[src/rtl/gate_seq_pkg.sv]
// +----------------------------------------------------------------------+
// | gate_seq_pkg: shared types and truth-table constants for the gate    |
// | vector sequencer and its expectation ROM.                            |
// | Rev 1.0                                                              |
// +----------------------------------------------------------------------+
`default_nettype none

package gate_seq_pkg;

  typedef enum logic [2:0] {
    IDLE   = 3'd0,
    DRIVE  = 3'd1,
    SETTLE = 3'd2,
    CHECK  = 3'd3,
    DONE   = 3'd4
  } seq_state_t;

  localparam int Y_AND  = 0;
  localparam int Y_OR   = 1;
  localparam int Y_NAND = 2;
  localparam int Y_NOR  = 3;
  localparam int Y_XOR  = 4;
  localparam int Y_XNOR = 5;
  localparam int Y_NOT  = 6;

  // Builds one truth-table row so the bit layout lives in a single place.
  function automatic logic [6:0] gate_truth(input logic a, input logic b);
    logic [6:0] v;
    v          = '0;
    v[Y_AND]   = a & b;
    v[Y_OR]    = a | b;
    v[Y_NAND]  = ~(a & b);
    v[Y_NOR]   = ~(a | b);
    v[Y_XOR]   = a ^ b;
    v[Y_XNOR]  = ~(a ^ b);
    v[Y_NOT]   = ~a;
    return v;
  endfunction

  // Indexed by {a,b}: 00->6C, 01->56, 10->16, 11->23.
  localparam logic [3:0][6:0] EXP_TT = {
    gate_truth(1'b1, 1'b1),
    gate_truth(1'b1, 1'b0),
    gate_truth(1'b0, 1'b1),
    gate_truth(1'b0, 1'b0)
  };

endpackage

`default_nettype wire

[src/rtl/gate_expect_rom.sv]
// +----------------------------------------------------------------------+
// | gate_expect_rom: combinational {a,b} index to expected gate response.|
// | Rev 1.0                                                              |
// +----------------------------------------------------------------------+
`default_nettype none

module gate_expect_rom
  import gate_seq_pkg::*;
(
  input  logic [1:0] idx,
  output logic [6:0] expected
);

  assign expected = EXP_TT[idx];

endmodule

`default_nettype wire

[src/rtl/gate_vector_sequencer.sv]
// +----------------------------------------------------------------------+
// | gate_vector_sequencer: sweeps {a,b} over the gate bank, checks the   |
// | response against the truth table and reports pass / error count.    |
// | Optional first-mismatch capture: GATE_SEQ_FIRST_FAIL_EN.             |
// | Rev 1.0                                                              |
// +----------------------------------------------------------------------+
`default_nettype none

module gate_vector_sequencer
  import gate_seq_pkg::*;
#(
  parameter int SETTLE_CYCLES = 2,
  parameter int NUM_PASSES    = 1,
  parameter int ERR_CNT_W     = 4
) (
  input  logic                 clk,
  input  logic                 rst_n,
  input  logic                 start,
  input  logic [6:0]           dut_y,
  output logic                 a,
  output logic                 b,
  output logic                 busy,
  output logic                 done,
  output logic                 pass,
  output logic [ERR_CNT_W-1:0] err_cnt
`ifdef GATE_SEQ_FIRST_FAIL_EN
  ,
  output logic [1:0]           first_fail_ab,
  output logic [6:0]           first_fail_vec,
  output logic                 first_fail_vld
`endif
);

  localparam int c_SC_W = (SETTLE_CYCLES > 1) ? $clog2(SETTLE_CYCLES) : 1;
  localparam int c_PC_W = (NUM_PASSES > 1) ? $clog2(NUM_PASSES) : 1;
  localparam logic [c_SC_W-1:0]    c_SETTLE_LOAD = c_SC_W'(SETTLE_CYCLES - 1);
  localparam logic [c_PC_W-1:0]    c_PASS_LAST   = c_PC_W'(NUM_PASSES - 1);
  localparam logic [ERR_CNT_W-1:0] c_ERR_MAX     = {ERR_CNT_W{1'b1}};

  seq_state_t            r_state;
  seq_state_t            w_next;
  logic [1:0]            r_idx;
  logic [c_PC_W-1:0]     r_pass_cnt;
  logic [c_SC_W-1:0]     r_settle;
  logic                  r_a;
  logic                  r_b;
  logic                  r_done;
  logic                  r_pass;
  logic [ERR_CNT_W-1:0]  r_err;
  logic [6:0]            w_exp;
  logic                  w_busy;
  logic                  w_launch;
  logic                  w_mismatch;
  logic                  w_last_vec;
  logic                  w_last_pass;
  logic                  w_settle_end;

`ifdef GATE_SEQ_FIRST_FAIL_EN
  logic [1:0]            r_ff_ab;
  logic [6:0]            r_ff_vec;
  logic                  r_ff_vld;
`endif

  gate_expect_rom u_rom (
    .idx      (r_idx),
    .expected (w_exp)
  );

  always_ff @(posedge clk or negedge rst_n) begin
    if (!rst_n) begin
      r_state <= IDLE;
    end else begin
      r_state <= w_next;
    end
  end

  always_comb begin
    w_next = r_state;
    case (r_state)
      IDLE:    if (start) w_next = DRIVE;
      DRIVE:   w_next = SETTLE;
      SETTLE:  if (w_settle_end) w_next = CHECK;
      CHECK:   w_next = (w_last_vec && w_last_pass) ? DONE : DRIVE;
      DONE:    w_next = IDLE;
      default: w_next = IDLE;
    endcase
  end

  // dut_y only matters through w_mismatch, which is gated to CHECK.
  always_comb begin
    w_busy       = (r_state != IDLE);
    w_launch     = (r_state == IDLE) && start;
    w_mismatch   = (r_state == CHECK) && (dut_y != w_exp);
    w_last_vec   = (r_idx == 2'd3);
    w_last_pass  = (r_pass_cnt == c_PASS_LAST);
    w_settle_end = (r_settle == '0);
  end

  always_ff @(posedge clk or negedge rst_n) begin
    if (!rst_n) begin
      r_a        <= 1'b0;
      r_b        <= 1'b0;
      r_done     <= 1'b0;
      r_pass     <= 1'b0;
      r_err      <= '0;
      r_idx      <= 2'd0;
      r_pass_cnt <= '0;
      r_settle   <= '0;
`ifdef GATE_SEQ_FIRST_FAIL_EN
      r_ff_ab    <= 2'd0;
      r_ff_vec   <= 7'd0;
      r_ff_vld   <= 1'b0;
`endif
    end else begin
      r_done <= (r_state == DONE);
      case (r_state)
        IDLE: begin
          r_a <= 1'b0;
          r_b <= 1'b0;
          if (w_launch) begin
            r_err      <= '0;
            r_pass     <= 1'b0;
            r_idx      <= 2'd0;
            r_pass_cnt <= '0;
`ifdef GATE_SEQ_FIRST_FAIL_EN
            r_ff_ab    <= 2'd0;
            r_ff_vec   <= 7'd0;
            r_ff_vld   <= 1'b0;
`endif
          end
        end
        DRIVE: begin
          r_a      <= r_idx[1];
          r_b      <= r_idx[0];
          r_settle <= c_SETTLE_LOAD;
        end
        SETTLE: begin
          if (!w_settle_end) r_settle <= r_settle - 1'b1;
        end
        CHECK: begin
          if (w_mismatch) begin
            if (r_err != c_ERR_MAX) r_err <= r_err + 1'b1;
`ifdef GATE_SEQ_FIRST_FAIL_EN
            if (!r_ff_vld) begin
              r_ff_ab  <= {r_a, r_b};
              r_ff_vec <= dut_y;
              r_ff_vld <= 1'b1;
            end
`endif
          end
          if (!w_last_vec) begin
            r_idx <= r_idx + 2'd1;
          end else if (!w_last_pass) begin
            r_idx      <= 2'd0;
            r_pass_cnt <= r_pass_cnt + 1'b1;
          end
        end
        DONE: begin
          // r_err already includes the final CHECK update here.
          r_pass <= (r_err == '0);
          r_a    <= 1'b0;
          r_b    <= 1'b0;
        end
        default: ;
      endcase
    end
  end

  assign a       = r_a;
  assign b       = r_b;
  assign busy    = w_busy;
  assign done    = r_done;
  assign pass    = r_pass;
  assign err_cnt = r_err;

`ifdef GATE_SEQ_FIRST_FAIL_EN
  assign first_fail_ab  = r_ff_ab;
  assign first_fail_vec = r_ff_vec;
  assign first_fail_vld = r_ff_vld;
`endif

endmodule

`default_nettype wire
[config.mk]
export PLATFORM = sky130hd
export DESIGN_NAME = gate_vector_sequencer
export DESIGN_NICKNAME = d
export VERILOG_FILES = /design/src/rtl/gate_seq_pkg.sv /design/src/rtl/gate_expect_rom.sv /design/src/rtl/gate_vector_sequencer.sv
export SDC_FILE = /design/constraint.sdc
export NUM_CORES = 1
export LEC_CHECK = 0
export BUFFER_PORTS_ARGS = -buffer_cell sky130_fd_sc_hd__clkbuf_2
export CORE_MARGIN = 2
export CORE_UTILIZATION = 45
export DETAILED_ROUTE_END_ITERATION = 16
export PLACE_DENSITY = 0.72
export RECOVER_POWER = 50
export SETUP_SLACK_MARGIN = 0.5
export SYNTH_ARGS = -nofsm -noshare
export SYNTH_HDL_FRONTEND = slang
export SYNTH_SLANG_ARGS = --single-unit
[constraint.sdc]
create_clock -name clk -period 1.9 [get_ports clk]
set_input_delay 0 -clock clk [delete_from_list [all_inputs] [get_ports clk]]
set_output_delay 0 -clock clk [all_outputs]
set_load 0.005 [all_outputs]
Word level (Yosys, flattened, before mapping)
Cells that the tools add are included.
{"block": "totals", "regBits": 15, "inputBits": 10, "output_inout_bits": 9, "elab_cells": 68}
{"block": "op_classes", "n_addsub": 4, "n_lt_le_gt_ge": 1, "n_eq_ne": 14, "n_mux": 23, "bitwise_logic": 1, "reduce_logical": 16}
{"op": "binary-select mux 7 bit (select 2 bit)", "n": 1}
{"op": "two-way mux 4 bit", "n": 3}
{"op": "one-hot mux 3 bit (4 select lines)", "n": 1}
{"op": "inequality test 2 bit, second input constant", "n": 5}
{"op": "one-hot mux 1 bit (2 select lines)", "n": 5}
{"op": "two-way mux 3 bit", "n": 3}
{"op": "one-hot mux 4 bit (2 select lines)", "n": 1}
{"op": "nonzero test 2 bit", "n": 4}
{"op": "two-way mux 7 bit", "n": 1}
{"op": "inequality test 7 bit", "n": 1}
{"op": "== test 3 x 2 -> 1 bit, second input constant", "n": 2}
{"op": "two-way mux 2 bit", "n": 3}
{"op": "AND reduction 3 bit", "n": 2}
{"op": "adder 4 x 1 -> 4 bit, second input constant", "n": 1}
{"op": "logical NOT 4 bit", "n": 1}
{"op": "two-way mux 1 bit", "n": 4}
{"op": "inequality test 4 bit, second input constant", "n": 1}
{"op": "one-hot mux 2 bit (2 select lines)", "n": 1}
{"op": "AND reduction 2 bit", "n": 2}
{"op": "AND reduction 4 bit", "n": 1}
{"op": "== test 3 x 1 -> 1 bit, second input constant", "n": 1}
{"op": "== test 3 bit, second input constant", "n": 1}
{"op": "logical AND 1 bit", "n": 3}
{"op": "logical NOT 3 bit", "n": 1}
{"op": "10 further kinds", "n": 10}

Logic depth before layout (Yosys ltp)
Gate-level depths: netlist (run 1).
{"block": "logic_depth", "ltp_word": 6, "depth_mapped": 7, "depth_no_buf": 7}

Modules after synthesis
From an unflattened synthesis (run 1), not the netlist that was laid out.
{"block": "hier_totals", "hier_cells": 96, "area_unflattened_um2": 933.4}
{"mod": "gate_vector_sequencer", "n_inst": 1, "cells_each": 87, "area_each_um2": 864.6, "seq_area_each_um2": 350.3}
{"mod": "gate_expect_rom", "n_inst": 1, "cells_each": 9, "area_each_um2": 68.8, "seq_area_each_um2": 0.0}

Worst setup path after synthesis (run 1)
No wires, ideal clock.
{"block": "synth_timing", "path_kind": "flip-flop to flip-flop", "startpoint": "register r_idx[1]", "endpoint": "register r_err[1], in the netlist err_cnt[1]", "setup_time_ps": 125, "arrival_time_ps": 1624, "required_ps": 1775, "path_slack_ps": 151, "path_stages_with_launch": 8, "n_path_buf": 0, "synth_period_minus_slack_ps": 1749, "cell_sequence": "dfrtp_1 inv_1 ha_1 nand2_1 o22ai_1 nand4_2 and3_4 mux2_4"}
{"block": "synth_via", "elab_chain_cells": 6}
{"item": "start, declared", "line_no": "gate_vector_sequencer.sv:42", "text": "logic [1:0] r_idx;"}
{"item": "start signal, assigned", "line_no": "gate_vector_sequencer.sv:152", "text": "r_idx <= r_idx + 2'd1;"}
{"item": "binary-select mux 7 bit (select 2 bit)", "line_no": "gate_expect_rom.sv:14", "text": "assign expected = EXP_TT[idx];"}
{"item": "two-way mux 7 bit (implied by the code)", "line_no": "gate_expect_rom.sv:14"}
{"item": "inequality test 7 bit", "line_no": "gate_vector_sequencer.sv:93", "text": "w_mismatch = (r_state == CHECK) && (dut_y != w_exp);"}
{"item": "logical AND 1 bit", "line_no": "gate_vector_sequencer.sv:93"}
{"item": "inequality test 2 bit (no source line)"}
{"item": "AND reduction 4 bit (no source line)"}
{"item": "end signal, assigned", "line_no": "gate_vector_sequencer.sv:142", "text": "if (r_err != c_ERR_MAX) r_err <= r_err + 1'b1;"}
{"item": "end, declared", "line_no": "gate_vector_sequencer.sv:49", "text": "logic [ERR_CNT_W-1:0] r_err;"}
Every way passes these cells. The select of a mux whose other input is x is not followed.
A chain may end at the register's enable or synchronous reset.

Worst setup path after layout (run 1)
Ends and elaborated chain as after synthesis.

==> flow_metrics.env, run 1 <==
export IMPL_grt_pass1_vias=652
export IMPL_max_stage_delay_ps=440
export IMPL_clock_latency_ps=280
export IMPL_start_kind="flop"
export IMPL_synth_top_cells_by_area="dfrtp_1, ha_1, a22o_1"
export IMPL_synth_fa_ha_area_frac=0.0882
export IMPL_cp_end_kind="flop"
export IMPL_worst_ir_drop_vdd_v=0.000939
export IMPL_grt_max_degree=15
export IMPL_grt_pass1_wl_um=2930
export IMPL_drc=0
export IMPL_routed_wl_um=1930
export IMPL_holdPathEnd="r_state[0]$_DFFE_PN0P_"
export IMPL_setup_tns_final_ps=0
export IMPL_post_route_period_util=0.876
export IMPL_start_util=0.487
export IMPL_hp_class="in2reg"
export IMPL_hold_viol_final=0
export IMPL_clk_pin_slew_worst_paths_ps=80
export IMPL_core_sq_um=1750
export IMPL_synth_seq_cells=14
export IMPL_yosys_area_share_simple=0.200
export IMPL_power_internal_w=0.00102
export IMPL_cts_sinks=14
export IMPL_antenna_found_initial=0
export IMPL_antenna_left=0
export IMPL_layout_drive_gt1_share=0.444
export IMPL_synth_compound_area_share=0.115
export IMPL_syn_avg_cell_area_sq_um=9.78
export IMPL_die_x_um=47.5
export IMPL_ios=19
export IMPL_crit_chain="inv_2 > ha_4 > nand2_2 > o22ai_2 > nand4_2 > and3_4 > mux2_4"
export IMPL_first_iter_violations=16
export IMPL_r2r_cells=7
export IMPL_total_power_w=0.00169
export IMPL_place_congestion=0.709
export IMPL_r2r_slack_ps=240
export IMPL_synth_nets=103
export IMPL_p_per_area_nw_per_um2=1490
export IMPL_synth_warnings=0
export IMPL_viasPerCell=5.16
export IMPL_p_comb_frac=0.552
export IMPL_p_sw_w=0.000671
export IMPL_yosysSeqAreaShare=0.412
export IMPL_maxCapViolations=0
export IMPL_fin_util=0.653
export IMPL_num_vias=733
export IMPL_drv_slew=0
export IMPL_required_ps=2070
export IMPL_clockBufferDepth=2
export IMPL_synth_top_family_by_area="simple AND/OR/NAND/NOR gates"
export IMPL_ys_types=28
export IMPL_p_leak_nw=0.549
export IMPL_nNetsFinal=135
export IMPL_n_antenna_cell=0
export IMPL_yosys_mux_area_fraction=0.0662
export IMPL_setup_violations=0
export IMPL_die_area_sq_um=2250
export IMPL_cts_tree="done"
export IMPL_root_buffer="clkbuf_4"
export IMPL_relSlewSlack=0.473
export IMPL_fin_skew_ps=2.76
export IMPL_hpwl_um=1350
export IMPL_numCtsBuffers=3
export IMPL_rows=15
export IMPL_die_h_um=47.5
export IMPL_avgRoutedWirePerCell_um=13.6
export IMPL_r2r_start="r_idx[1]$_DFFE_PN0P_"
export IMPL_clkPwrFrac=0.100
export IMPL_grt_setup_unrepaired="yes"
export IMPL_worstHoldPathCells=3
export IMPL_tightest_slew_ps=791
export IMPL_fmax_ghz=0.601
export IMPL_p_seq_frac=0.348
export IMPL_grt_ovfl_total=0
export IMPL_port_buffers=18
export IMPL_hp_start="start"
export IMPL_r2r_end="err_cnt[1]$_DFFE_PN0P_"
export IMPL_crit_path_max_fanout=6
export IMPL_synth_top_area_cell="dfrtp_1"
export IMPL_area_delta_synth_final_pct=34.0
export IMPL_fin_crit_ps=1660
export IMPL_critPathKind="reg2reg"
export IMPL_cp_slowest_cell="dfrtp_2"
export IMPL_synth_top_area_frac=0.412
export IMPL_synthXorXnorAreaFrac=0.0706
export IMPL_syn_area_sq_um=851
export IMPL_h_tree_depth=1
export IMPL_cp_arrival_ps=1840
export IMPL_status="finished, final reports clean"
export IMPL_synthCells=87
export IMPL_swShare=0.396
export IMPL_grt_usage=0.192
export IMPL_drt_pass1_iter_count=4
cells by family (layout without fill, tap and decap cells):
| family | after synthesis | after routing |
|---|---|---|
| AND/OR/NAND/NOR | 32 | 32 |
| AO/OA/AOI/OAI | 14 | 14 |
| flip-flops | 14 | 14 |
| buffers and inverters | 10 | 40 |
| adder cells (fa/ha/maj) | 6 | 6 |
| XOR/XNOR | 6 | 6 |
| multiplexers | 5 | 5 |
sequential cells by signal (all words and copies together) (netlist names):
| name | flops |
|---|---|
| done | 1 |
| pass | 1 |
| b | 1 |
| err_cnt | 4 |
| a | 1 |
| r_state | 3 |
| r_idx | 2 |
| r_settle | 1 |
power by group through the flow:
stage	Clock [W]	Sequential, W	Combinational [W]
floorplan	0	0.000502	0.000577
global placement	0	0.000572	0.000667
detailed placement	0	0.000577	0.000692
CTS	0.000166	0.000591	0.000813
global route	0.000186	0.000614	0.00104
finish	0.000169	0.000590	0.000936
worst max path at each step:
stage                               startpoint                endpoint  slack (ps)  cells after the start
after CTS                 r_idx[1]$_DFFE_PN0P_  err_cnt[1]$_DFFE_PN0P_         230                      6
after global placement    r_idx[0]$_DFFE_PN0P_  err_cnt[1]$_DFFE_PN0P_         190                      7
after global routing      r_idx[1]$_DFFE_PN0P_  err_cnt[1]$_DFFE_PN0P_         130                      7
final                     r_idx[1]$_DFFE_PN0P_  err_cnt[1]$_DFFE_PN0P_         240                      7
after detailed placement  r_idx[0]$_DFFE_PN0P_  err_cnt[1]$_DFFE_PN0P_         150                      7
after floorplan           r_idx[1]$_DFFE_PN0P_  err_cnt[1]$_DFFE_PN0P_         190                      7
through the flow:
| step | hold WS [ps] | cell area, sq um | cells | setup slack, ps |
|---|---|---|---|---|
| after floorplan | -296 | 863 | 87 | 186 |
| after global placement | -74.9 | 977 | 128 | 189 |
| after detailed placement | -76.4 | 977 | 128 | 145 |
| after CTS | 28.8 | 1080 | 136 | 228 |
| after global routing | 61.8 | 1140 | 142 | 133 |
| final | 17.7 | 1140 | 142 | 236 |
cells in the mapped netlist, drive strengths merged:
master,n
dfrtp,14
nor2,8
inv,7
ha,6
nand2,6
xnor2,6
a22o,5
nand3,5
nor3,4
and2,3
and3,3
buf,3
mux2i,3
o21ai,3
a31oi,2
mux2,2
nand4,2
a211oi,1
a21oi,1
a22oi,1
nand2b,1
o22ai,1
metal layers:
layer	global-route usage	wire length, um	up-vias
met2	0.292	966	30
met1	0.270	855	333
met4	0.0667	9	0
li1	-	-	368
met3	0.0453	102	2
met5	0	0	-
repair_timing:
item | in CTS | in global routing
hold buffers | 1 | 0
setup buffers | 4 | 6
setup endpoints to repair | 6 | 6
gates resized for setup | 13 | 4
pin swaps | 3 | 1
hold endpoints to repair | 14 | 0
critical path, delay by kind of cell, from the launching register on:
kind | cells | cell delay (ps)
AOI/OAI and AO/OA | 1 | 140
adders and majority gates | 1 | 280
buffers and inverters | 1 | 70
DFF | 1 | 440
muxes | 1 | 290
and+or+nand+nor | 3 | 340
area by class of cell:
cell class | instances | area, sq um
Fill cell | 149 | 606
Multi-Input combinational cell | 63 | 520
Sequential cell | 14 | 357
Timing Repair Buffer | 30 | 183
Tap cell | 25 | 31.3
Inverter | 7 | 26.3
Clock buffer | 3 | 22.5
cells in the final DEF, fill, tap and decap left out, drive strengths merged:
cell,count
and3,3
clkbuf,21
nand2b,1
a22oi,1
a21oi,1
mux2,2
ha,6
nand4,2
nand3,5
dfrtp,14
nor2,8
a31oi,2
a22o,5
xnor2,6
o21ai,3
nor3,4
mux2i,3
nand2,6
dlygate4sd3,1
inv,7
a211oi,1
o22ai,1
buf,11
and2,3
No activity file was read; power rests on OpenSTA's default activity.
==> inputs of run 2 (changes only) <==
--- a/config.mk
+++ b/config.mk
@@ -5,13 +5,16 @@
 export SDC_FILE = /design/constraint.sdc
 export NUM_CORES = 1
 export LEC_CHECK = 0
+export ABC_CLOCK_PERIOD_IN_PS = 1900
 export BUFFER_PORTS_ARGS = -buffer_cell sky130_fd_sc_hd__clkbuf_2
 export CORE_MARGIN = 2
 export CORE_UTILIZATION = 45
 export DETAILED_ROUTE_END_ITERATION = 16
+export HOLD_SLACK_MARGIN = 0.05
 export PLACE_DENSITY = 0.72
 export RECOVER_POWER = 50
 export SETUP_SLACK_MARGIN = 0.5
 export SYNTH_ARGS = -nofsm -noshare
 export SYNTH_HDL_FRONTEND = slang
 export SYNTH_SLANG_ARGS = --single-unit
+export TNS_END_PERCENT = 20
==> flow_metrics.env, run 2 (same netlist as run 1, synthesis figures left out) <==
export IMPL_status="finished, final reports clean"
export IMPL_grt_max_degree=15
export IMPL_critPathKind="reg2reg"
export IMPL_num_vias=710
export IMPL_drc=0
export IMPL_first_iter_violations=19
export IMPL_worst_ir_drop_vdd_v=0.000739
export IMPL_layout_drive_gt1_share=0.324
export IMPL_ios=19
export IMPL_routed_wl_um=1820
export IMPL_cp_arrival_ps=1840
export IMPL_viasPerCell=5.22
export IMPL_largest_register_ffs=4
export IMPL_grt_ovfl_total=0
export IMPL_crit_chain="inv_2 > ha_4 > nand2_1 > o22ai_2 > nand4_2 > and3_4 > mux2_4"
export IMPL_port_buffers=18
export IMPL_multi_input_area_sq_um=480
export IMPL_fill_cells=164
export IMPL_rows=15
export IMPL_core_sq_um=1750
export IMPL_clk_pin_slew_worst_paths_ps=80
export IMPL_hp_class="in2reg"
export IMPL_start_kind="flop"
export IMPL_max_stage_delay_ps=420
export IMPL_p_per_area_nw_per_um2=1440
export IMPL_r2r_cells=7
export IMPL_regArea_sq_um=353
export IMPL_grt_pass1_vias=662
export IMPL_drt_pass1_iter_count=4
export IMPL_grt_setup_unrepaired="yes"
export IMPL_numCtsBuffers=3
export IMPL_p_leak_nw=0.513
export IMPL_clockBufferDepth=2
export IMPL_maxCapViolations=0
export IMPL_post_route_period_util=0.880
export IMPL_dp_cells=128
export IMPL_setup_violations=0
export IMPL_drv_slew=0
export IMPL_avgRoutedWirePerCell_um=13.4
export IMPL_worstHoldPathCells=5
export IMPL_fin_util=0.601
export IMPL_final_cell_mix="clkbuf_2, dfrtp_1, nor2_1"
export IMPL_hold_viol_final=0
export IMPL_die_x_um=47.5
export IMPL_grt_usage=0.197
export IMPL_fin_crit_ps=1670
export IMPL_fmax_ghz=0.598
export IMPL_die_h_um=47.5
export IMPL_tightest_slew_ps=771
export IMPL_required_ps=2070
export IMPL_n_antenna_cell=0
export IMPL_fin_skew_ps=3.74
export IMPL_root_buffer="clkbuf_4"
export IMPL_h_tree_depth=1
export IMPL_antenna_found_initial=0
export IMPL_antenna_left=0
export IMPL_nNetsFinal=129
export IMPL_relSlewSlack=0.486
export IMPL_cts_tree="done"
export IMPL_start_util=0.487
export IMPL_crit_path_max_fanout=5
export IMPL_setup_tns_final_ps=0
export IMPL_grt_pass1_wl_um=3050
export IMPL_cp_slowest_cell="dfrtp_2"
export IMPL_final_common_cell="clkbuf_2"
export IMPL_place_congestion=0.720
export IMPL_die_area_sq_um=2250
export IMPL_cts_sinks=14
export IMPL_cp_end_kind="flop"
export IMPL_final_cells=136
export IMPL_area_delta_synth_final_pct=23.4
export IMPL_clock_latency_ps=280
export IMPL_hpwl_um=1240
-- run 2: worst max-delay path: cells and delay by family (launching register included) --
kind	cells	cell delay, ps
compound gates	1	170
flops	1	420
fa+ha+maj	1	280
buf+inv	1	70
simple gates	3	360
mux	1	280
-- run 2: report_power, final --
group | total, W | leakage, nW | internal [W] | switching [W]
clock | 0.000168 | 0.0138 | 0.0000735 | 0.0000942
sequential | 0.000582 | 0.179 | 0.000413 | 0.000169
combinational | 0.000761 | 0.321 | 0.000409 | 0.000352
total | 0.00151 | 0.513 | 0.000896 | 0.000615
-- run 2: final cells by class --
type,instances,area share
Multi-Input combinational cell,63,0.458
Sequential cell,14,0.336
Timing Repair Buffer,24,0.130
Tap cell,25,0.0298
Inverter,7,0.0250
Clock buffer,3,0.0215
-- run 2: path summary, 6_finish.rpt --
| kind | start | slack, ps | endpoint |
|---|---|---|---|
| worst min register to register | pass$_DFFE_PN0P_ | 510 | pass$_DFFE_PN0P_ |
| worst max register to register | r_idx[1]$_DFFE_PN0P_ | 230 | err_cnt[1]$_DFFE_PN0P_ |
| worst min-delay path | dut_y[0] | 190 | err_cnt[2]$_DFFE_PN0P_ |
| worst max-delay path | r_idx[1]$_DFFE_PN0P_ | 230 | err_cnt[1]$_DFFE_PN0P_ |
| max in group asynchronous | rst_n | 1060 | r_idx[0]$_DFFE_PN0P_ |
| min in group asynchronous | rst_n | 310 | r_state[2]$_DFFE_PN0P_ |
-- run 2: what timing repair did --
item | 4_1_cts | 5_1_grt
hold buffers | 2 | 0
pin swaps | 3 | 1
gates cloned | 0 | 0
endpoints found under the setup margin | 6 | 8
buffers inserted | 2 | 1
gates resized for setup | 5 | 0
hold endpoints to repair | 15 | 0
-- run 2: metrics by stage --
step	setup WS (ps)	hold slack (ps)	total power, W	instance area, sq um
2_1_floorplan	185	-296	0.00108	863
3_3_place_gp	192	-75.9	0.00124	977
3_5_place_dp	155	-75.2	0.00127	977
4_1_cts	245	168	0.00148	1050
5_1_grt	143	221	0.00165	1050
6_report	228	188	0.00151	1050
-- run 2: layer usage --
metal / track usage / vias to the layer above / wire (um)
li1: - / 350 / -
met1: 0.282 / 327 / 812
met2: 0.300 / 31 / 921
met3: 0.0226 / 2 / 78
met4: 0.0833 / 0 / 11
met5: 0 / - / 0
